[src/rtl/countdown_timer.sv]
// countdown_timer: BCD MM:SS countdown timer driven by the shared 1 Hz enable.
// Loads a sanitised preset, counts down one second per TICK, and on reaching
// 00:00 raises DONE and holds ALARM high for ALARM_LEN ticks.
module countdown_timer #(
    parameter int unsigned ALARM_LEN = 10
) (
    input  logic       CP,
    input  logic       CR,
    input  logic       TICK,
    input  logic       LD,
    input  logic [7:0] LD_MIN,
    input  logic [7:0] LD_SEC,
    input  logic       START,
    input  logic       PAUSE,
    output logic [7:0] MIN,
    output logic [7:0] SEC,
    output logic       RUNNING,
    output logic       DONE,
    output logic       ALARM
);

    localparam logic [1:0] StIdle   = 2'd0;
    localparam logic [1:0] StRun    = 2'd1;
    localparam logic [1:0] StPaused = 2'd2;
    localparam logic [1:0] StDone   = 2'd3;

    localparam logic [7:0] AlarmLen = 8'(ALARM_LEN);

    logic [1:0] state_q, state_d;
    logic [7:0] min_q, min_d;
    logic [7:0] sec_q, sec_d;
    logic       alarm_q, alarm_d;
    logic [7:0] alarm_cnt_q, alarm_cnt_d;
    logic       running_q, running_d;
    logic       done_q, done_d;

    logic [7:0]  load_min;
    logic [7:0]  load_sec;
    logic [15:0] dec_val;
    logic        is_zero;
    logic [7:0]  alarm_cnt_inc;

    // Clamp one BCD byte: tens digit to 5, units digit to 9.
    function automatic logic [7:0] sanitise(input logic [7:0] v);
        logic [3:0] tens;
        logic [3:0] units;
        tens  = (v[7:4] > 4'd5) ? 4'd5 : v[7:4];
        units = (v[3:0] > 4'd9) ? 4'd9 : v[3:0];
        return {tens, units};
    endfunction

    // One-second BCD decrement of {MM, SS}; saturates at 00:00.
    function automatic logic [15:0] bcd_dec(input logic [15:0] v);
        logic [3:0] mt, mu, st, su;
        logic       borrow;
        {mt, mu, st, su} = v;
        if (v == 16'h0000) begin
            return 16'h0000;
        end
        borrow = 1'b0;
        if (su == 4'd0) begin
            su     = 4'd9;
            borrow = 1'b1;
        end else begin
            su = su - 4'd1;
        end
        if (borrow) begin
            if (st == 4'd0) begin
                st     = 4'd5;
                borrow = 1'b1;
            end else begin
                st     = st - 4'd1;
                borrow = 1'b0;
            end
        end
        if (borrow) begin
            if (mu == 4'd0) begin
                mu     = 4'd9;
                borrow = 1'b1;
            end else begin
                mu     = mu - 4'd1;
                borrow = 1'b0;
            end
        end
        if (borrow) begin
            mt = mt - 4'd1;
        end
        return {mt, mu, st, su};
    endfunction

    // Datapath helpers: sanitised preset, decremented value, zero detect.
    always_comb begin
        load_min      = sanitise(LD_MIN);
        load_sec      = sanitise(LD_SEC);
        dec_val       = bcd_dec({min_q, sec_q});
        is_zero       = ({min_q, sec_q} == 16'h0000);
        alarm_cnt_inc = alarm_cnt_q + 8'd1;
    end

    // Next-state logic: command decoding with the per-state priority rules.
    always_comb begin
        state_d     = state_q;
        min_d       = min_q;
        sec_d       = sec_q;
        alarm_d     = alarm_q;
        alarm_cnt_d = alarm_cnt_q;

        case (state_q)
            StIdle: begin
                if (LD) begin
                    min_d = load_min;
                    sec_d = load_sec;
                end else if (START && !is_zero) begin
                    state_d = StRun;
                end
            end

            StRun: begin
                // PAUSE suppresses both the decrement and any START.
                if (PAUSE) begin
                    state_d = StPaused;
                end else if (TICK) begin
                    min_d = dec_val[15:8];
                    sec_d = dec_val[7:0];
                    if (dec_val == 16'h0000) begin
                        state_d     = StDone;
                        alarm_d     = 1'b1;
                        alarm_cnt_d = 8'd0;
                    end
                end
            end

            StPaused: begin
                if (LD) begin
                    min_d   = load_min;
                    sec_d   = load_sec;
                    state_d = StIdle;
                end else if (START) begin
                    state_d = StRun;
                end
            end

            StDone: begin
                if (LD) begin
                    min_d       = load_min;
                    sec_d       = load_sec;
                    alarm_d     = 1'b0;
                    alarm_cnt_d = 8'd0;
                    state_d     = StIdle;
                end else if (START) begin
                    alarm_d     = 1'b0;
                    alarm_cnt_d = 8'd0;
                    state_d     = StIdle;
                end else if (TICK && alarm_q) begin
                    // Count stops once the alarm has timed out.
                    alarm_cnt_d = alarm_cnt_inc;
                    if (alarm_cnt_inc >= AlarmLen) begin
                        alarm_d = 1'b0;
                    end
                end
            end

            default: begin
                state_d = StIdle;
            end
        endcase
    end

    // Status flags decoded from the next state so they stay registered.
    always_comb begin
        running_d = (state_d == StRun);
        done_d    = (state_d == StDone);
    end

    // State and output registers with asynchronous reset.
    always_ff @(posedge CP or posedge CR) begin
        if (CR) begin
            state_q     <= StIdle;
            min_q       <= 8'h00;
            sec_q       <= 8'h00;
            alarm_q     <= 1'b0;
            alarm_cnt_q <= 8'd0;
            running_q   <= 1'b0;
            done_q      <= 1'b0;
        end else begin
            state_q     <= state_d;
            min_q       <= min_d;
            sec_q       <= sec_d;
            alarm_q     <= alarm_d;
            alarm_cnt_q <= alarm_cnt_d;
            running_q   <= running_d;
            done_q      <= done_d;
        end
    end

    assign MIN     = min_q;
    assign SEC     = sec_q;
    assign RUNNING = running_q;
    assign DONE    = done_q;
    assign ALARM   = alarm_q;

endmodule

[config.mk]
export PLATFORM = sky130hd
export DESIGN_NAME = countdown_timer
export DESIGN_NICKNAME = d
export VERILOG_FILES = /design/src/rtl/countdown_timer.sv
export SDC_FILE = /design/constraint.sdc
export NUM_CORES = 1
export LEC_CHECK = 0
export ABC_AREA = 0
export CORE_ASPECT_RATIO = 1.4
export CORE_MARGIN = 3
export CORE_UTILIZATION = 50
export CTS_CLUSTER_DIAMETER = 30
export CTS_CLUSTER_SIZE = 16
export DETAILED_ROUTE_END_ITERATION = 6
export DONT_BUFFER_PORTS = 1
export PLACE_DENSITY = 0.76
export SLEW_MARGIN = 25
export SYNTH_ARGS = -nofsm -noshare
export SYNTH_HDL_FRONTEND = slang
export SYNTH_SLANG_ARGS = --single-unit
export TNS_END_PERCENT = 1
[constraint.sdc]
create_clock -name CP -period 3.92 [get_ports CP]
set_clock_uncertainty 0.05 [all_clocks]
set_input_delay 0.784 -clock CP [delete_from_list [all_inputs] [get_ports CP]]
set_output_delay 0.784 -clock CP [all_outputs]
set_load 0.005 [all_outputs]
==> reports/qor.csv, run 1 <==
stage,metric,value,unit
cts,cts_root_buffer,clkbuf_8,
hold_path,hold_path_class,in -> async,
worst_setup_path,cp_max_fo,12,
synth,async_reset_ff_frac,1.00,
global_routing,grt_antenna_before_repair,0,
synth,ys.flop_type,dfrtp_1,
worst_setup_path,cp_num_buf_inv,2,
synth,syn_area,2280,µm²
power_and_ir_drop,power.total,1.15,mW
drt,first_pass_iters,4,
job,drv_cap,0,
worst_setup_path,crit_path_top_delay_cell,or4b_1,
worst_setup_path,max_stage_delay,0.67,ns
drt,avgRoutedWirePerCell,16.9,µm
timing,post-route-period-util,0.798,
floorplan,rows,28,
cells_and_area,antenna_cells,0,
cts,h-tree-depth,2,
drt,drc,0,
cells_and_area,drive_above_1_share,0.109,
power_and_ir_drop,power_density,477,nW/µm²
synth,ys_warn_count,0,
global_routing,grt_pass1_vias,2081,
floorplan,die_area,5430,µm²
cells_and_area,layout.nets,303,
timing,min_period,3.13,ns
drt,avgViaCountPerCell,6.19,
cts,cts_buffers,5,
timing,final_hold_viol_count,0,
synth,postSynthCellCount,280,
floorplan,start_util,0.530,
global_routing,track_usage,0.221,
place,dp_hpwl,4130,µm
floorplan,die_y,86.0,µm
timing,setup_viol,0,
floorplan,core-area,4310,µm²
worst_setup_path,startpoint,SEC[0],
cts,clock_latency,0.29,ns
timing,grt_setup_unrepaired,false,
floorplan,io_pins,41,
synth,ys_types,57,
worst_setup_path,critPathRequiredTime,3.99,ns
cells_and_area,syn_to_final_growth,5.59,%
timing,worstMarginPinSlew,0.809,ns
floorplan,dieWidth,63.1,µm
drt,wl,5670,µm
drt,vias,2079,
timing,fin_setup_tns,0,ns
synth,syn_area_per_cell,8.16,µm²
power_and_ir_drop,ir_drop,0.275,mV
drt,ant_nets,0,
timing,maxSlewViolCount,0,
status,run_status,completed,
synth,synth_edf_count,0,
worst_setup_path,crit_family,simple AND/OR/NAND/NOR gates,
global_routing,grt_max_degree,30,
synth,yosysSeqAreaShare,0.318,
cts,cts_hold_buf,0,
cts,post_cts_buffers,0,
cts,cts.clk_slew.worst_paths,0.07,ns
synth,synth_nets,308,
cells_and_area,nFillCells,407,
worst_setup_path,critical_path_class,reg -> reg,
worst_setup_path,arrival,3.20,ns
timing,max_slew_margin,0.460,
power_and_ir_drop,leakagePower,0.935,nW
global_routing,grt_pass1_wl,9690,µm
timing,max_freq,0.320,GHz
cts,clock_sinks,29,
cts,clock_path_buffers,2,
worst_setup_path,crit-reg2reg-launch,SEC[0],
worst_setup_path,end_kind,flop,
cts,cts_tree,built,
place,io_buffers,0,
worst_setup_path,worstPathCellList,inv_1 -> ha_1 -> or4b_1 -> nor3_1 -> mux2i_1 -> nand3_2 -> a211oi_2 -> buf_4 -> a41oi_1,
place,gp_congestion,0.829,
drt,drt_iter0_drc,98,
global_routing,overflow,0,
worst_setup_path,start_kind,flop,
synth,synth_seq_cells,29,
cts,postCtsResizedCells,0,
[cell type report]
| type | count | area (µm²) | area share |
|---|---|---|---|
| Sequential cell | 29 | 726 | 0.301 |
| Multi-Input combinational cell | 221 | 1430 | 0.593 |
| Clock buffer | 7 | 96.3 | 0.0399 |
| Tap cell | 60 | 75.1 | 0.0311 |
| Inverter | 15 | 56.3 | 0.0233 |
| Timing Repair Buffer | 3 | 22.5 | 0.00934 |
| Clock inverter | 1 | 5.00 | 0.00207 |
[through the flow]
stage / setup slack (ns) / hold slack, ns / utilization / instance area, µm² / cells
finish: 0.792 / 0.409 / 0.560 / 2410 / 336
global route: 0.553 / 0.429 / 0.560 / 2410 / 336
CTS: 0.822 / 0.418 / 0.560 / 2410 / 336
detailed placement: 0.846 / 0.488 / 0.536 / 2310 / 328
global placement: 0.965 / 0.480 / 0.536 / 2310 / 328
floorplan: 1.18 / 0.453 / - / 2280 / 280
[metal layers]
| metal | GRT usage | routed length (µm) | part of all wire |
|---|---|---|---|
| met1 | 0.233 | 2200 | 0.39 |
| met2 | 0.417 | 3070 | 0.54 |
| met3 | 0.0537 | 275 | 0.049 |
| met4 | 0.0843 | 125 | 0.022 |
| met5 | 0 | 0 | 0 |
[sequential cells by signal, indices dropped and copies added (netlist names)]
register,flops
SEC,8
DONE,1
state_q,2
RUNNING,1
MIN,8
ALARM,1
alarm_cnt_q,8
[kinds of logic after synthesis]
kind of cell / count (synthesis) / share of synthesized area
simple gates: 122 / 0.292
compound gates: 85 / 0.268
buf+inv: 30 / 0.0559
flops: 29 / 0.318
fa+ha+maj: 6 / 0.0329
mux: 5 / 0.0219
xor+xnor: 3 / 0.0115
[layout by cell type (no fill, tap or decap), types with 6 or more instances in the layout]
cell type and count:
a21oi_1 15, clkbuf_8 7, dfrtp_1 29, ha_1 6, inv_1 15, nand2_1 27, nand2b_1 6, nand3_1 8
nor2_1 31, nor3_1 15, o21ai_0 21
[report_power, final]
group | internal [mW] | switching (mW) | total, mW
clock | 0.159 | 0.125 | 0.284
combinational | 0.165 | 0.240 | 0.404
sequential | 0.351 | 0.111 | 0.462
total | 0.674 | 0.476 | 1.15
[cell usage after synthesis (3+ instances only)]
cell,n,area share
a211oi_1,3,0.0099
nor2_1,31,0.051
dfrtp_1,29,0.32
nor3_1,15,0.033
o41ai_1,3,0.012
inv_1,15,0.025
nand2b_1,6,0.016
o21bai_1,3,0.0099
nand4_1,4,0.011
o21ai_0,21,0.046
a21o_1,4,0.013
ha_1,6,0.033
o21ai_1,4,0.0088
mux2i_1,5,0.022
xnor2_1,3,0.012
nand3_1,8,0.018
a31oi_1,5,0.014
and3_1,3,0.0082
and2_1,4,0.011
clkbuf_1,12,0.020
a41oi_2,4,0.028
a21oi_1,15,0.033
a32oi_1,3,0.012
or2_2,5,0.014
nand2_1,27,0.044
[worst reg2reg max path, cell delays in order, from the launching register on]
cell	delay, ns
dfrtp_1	0.42
inv_1	0.16
ha_1	0.28
or4b_1	0.67
nor3_1	0.39
mux2i_1	0.30
nand3_2	0.10
a211oi_2	0.20
buf_4	0.25
a41oi_1	0.14
[final timing paths]
check	to	slack, ns	cells past startpoint
setup / recovery	alarm_cnt_q[4]	0.79	9
hold / removal	MIN[5]	0.41	2
setup reg to reg	alarm_cnt_q[4]	0.79	9
hold reg to reg	alarm_cnt_q[5]	0.50	1
max in group asynchronous	MIN[2]	3.12	2
min in group CP	alarm_cnt_q[5]	0.50	1
Power figures use the tool's default switching activity.
==> run 2, diff against run 1 <==
- clock period: 3.92 -> 3.05 ns (I/O delays scaled with it)
==> reports/qor.csv, run 2 (synthesized netlist as in run 1, its figures left out) <==
stage,metric,value,unit
status,run_status,completed,
worst_setup_path,cp_max_fo,7,
drt,wl,5760,µm
timing,max_slew_margin,0.501,
cts,h-tree-depth,2,
cts,clock_latency,0.28,ns
timing,final_hold_viol_count,0,
floorplan,io_pins,41,
worst_setup_path,arrival,2.92,ns
power_and_ir_drop,ir_drop,0.335,mV
cts,clock_sinks,29,
drt,avgRoutedWirePerCell,16.6,µm
drt,drt_iter0_drc,70,
global_routing,grt_antenna_before_repair,0,
cells_and_area,antenna_cells,0,
cells_and_area,mostFrequentLayoutCells,"nor2_1 (31), dfrtp_1 (29), nand2_1 (27)",
floorplan,start_util,0.530,
worst_setup_path,start_kind,flop,
timing,max_freq,0.350,GHz
drt,first_pass_iters,4,
cts,cts_root_buffer,clkbuf_8,
drt,vias,2147,
power_and_ir_drop,leakagePower,0.987,nW
cells_and_area,nFillCells,418,
place,dp_hpwl,4380,µm
timing,worstMarginPinSlew,0.748,ns
worst_setup_path,max_stage_delay,0.55,ns
timing,post-route-period-util,0.936,
cells_and_area,final_area,2490,µm²
timing,maxSlewViolCount,0,
place,dp.cells,340,
cells_and_area,syn_to_final_growth,8.87,%
drt,ant_nets,0,
timing,setup_viol,0,
hold_path,hold_path_class,in -> async,
floorplan,die_y,86.0,µm
drt,avgViaCountPerCell,6.17,
cts,cts.clk_slew.worst_paths,0.07,ns
cells_and_area,layout.nets,315,
place,place_area,2400,µm²
place,io_buffers,0,
global_routing,grt_pass1_wl,9740,µm
floorplan,core-area,4310,µm²
timing,min_period,2.86,ns
worst_setup_path,critPathRequiredTime,3.11,ns
cells_and_area,fin_util,0.577,
worst_setup_path,worstPathCellList,inv_1 -> ha_1 -> or4b_4 -> nor3_1 -> mux2i_1 -> nand3_2 -> a211oi_2 -> buf_4 -> a41oi_2,
global_routing,track_usage,0.220,
cells_and_area,instances_no_fill,348,
worst_setup_path,critical_path_class,reg -> reg,
cts,cts_tree,built,
cells_and_area,drive_above_1_share,0.146,
cts,post_cts_buffers,0,
floorplan,rows,28,
global_routing,grt_pass1_vias,2108,
worst_setup_path,crit_family,simple AND/OR/NAND/NOR gates,
place,gp_congestion,0.857,
worst_setup_path,end_kind,flop,
global_routing,grt_max_degree,30,
cts,clock_path_buffers,2,
power_and_ir_drop,power_density,597,nW/µm²
floorplan,dieWidth,63.1,µm
timing,fin_setup_tns,0,ns
drt,drc,0,
worst_setup_path,cp_num_buf_inv,2,
cts,cts_buffers,5,
cells_and_area,final_common_cell,nor2_1,
timing,grt_setup_unrepaired,false,
job,drv_cap,0,
worst_setup_path,crit_path_top_delay_cell,or4b_4,
floorplan,die_area,5430,µm²
global_routing,overflow,0,
run 2: changes by cell type in the layout (fill, tap and decap cells not counted), sizes merged:
cell / change
clkbuf: -1
buf: +12
clkinv: +1
run 2: final cells by class:
cell class                 instances  area, µm²  area share
clock inverter                     2       10.0     0.00402
inverter                          15       56.3      0.0226
timing repair buffer              15        113      0.0453
multi-input combinational        221       1440       0.577
sequential                        29        726       0.292
tap                               60       75.1      0.0302
clock buffer                       6       72.6      0.0292
run 2: what timing repair did:
action / 4_1_cts / 5_1_grt
hold buffers: 0 / 0
setup endpoints to repair: 0 / 10
gates resized for setup: 0 / 1
run 2: final timing paths:
kind | slack (ns) | from | cells past startpoint | to
worst max-delay path | 0.19 | SEC[0] | 9 | alarm_cnt_q[7]
max in group asynchronous | 2.42 | CR | 2 | alarm_cnt_q[1]
min in group CP | 0.42 | PAUSE | 1 | state_q[1]
worst min register to register | 0.49 | alarm_cnt_q[5] | 1 | alarm_cnt_q[5]
worst min-delay path | 0.23 | CR | 2 | MIN[5]
worst max register to register | 0.19 | SEC[0] | 9 | alarm_cnt_q[7]
run 2: where the power goes:
group          internal, mW  switching (mW)  total [mW]
sequential            0.451           0.114       0.566
combinational         0.254           0.356       0.610
clock                 0.158           0.152       0.310
run 2: metrics by stage:
step                hold slack, ns  power, mW  worst slack, ns
CTS                          0.250       1.48           0.0635
global placement             0.477       1.16            0.168
floorplan                    0.453       1.00            0.311
finish                       0.234       1.49            0.195
global route                 0.262       1.59           0.0396
detailed placement           0.482       1.17           0.0807
run 2: per-layer routing:
layer	wire, µm	part of all wire	GRT usage	vias to the layer above
met5	0	0	0	-
met4	124	0.022	0.0924	0
met3	305	0.053	0.0472	12
met2	3110	0.54	0.405	62
met1	2220	0.39	0.240	1033
li1	-	-	-	1040
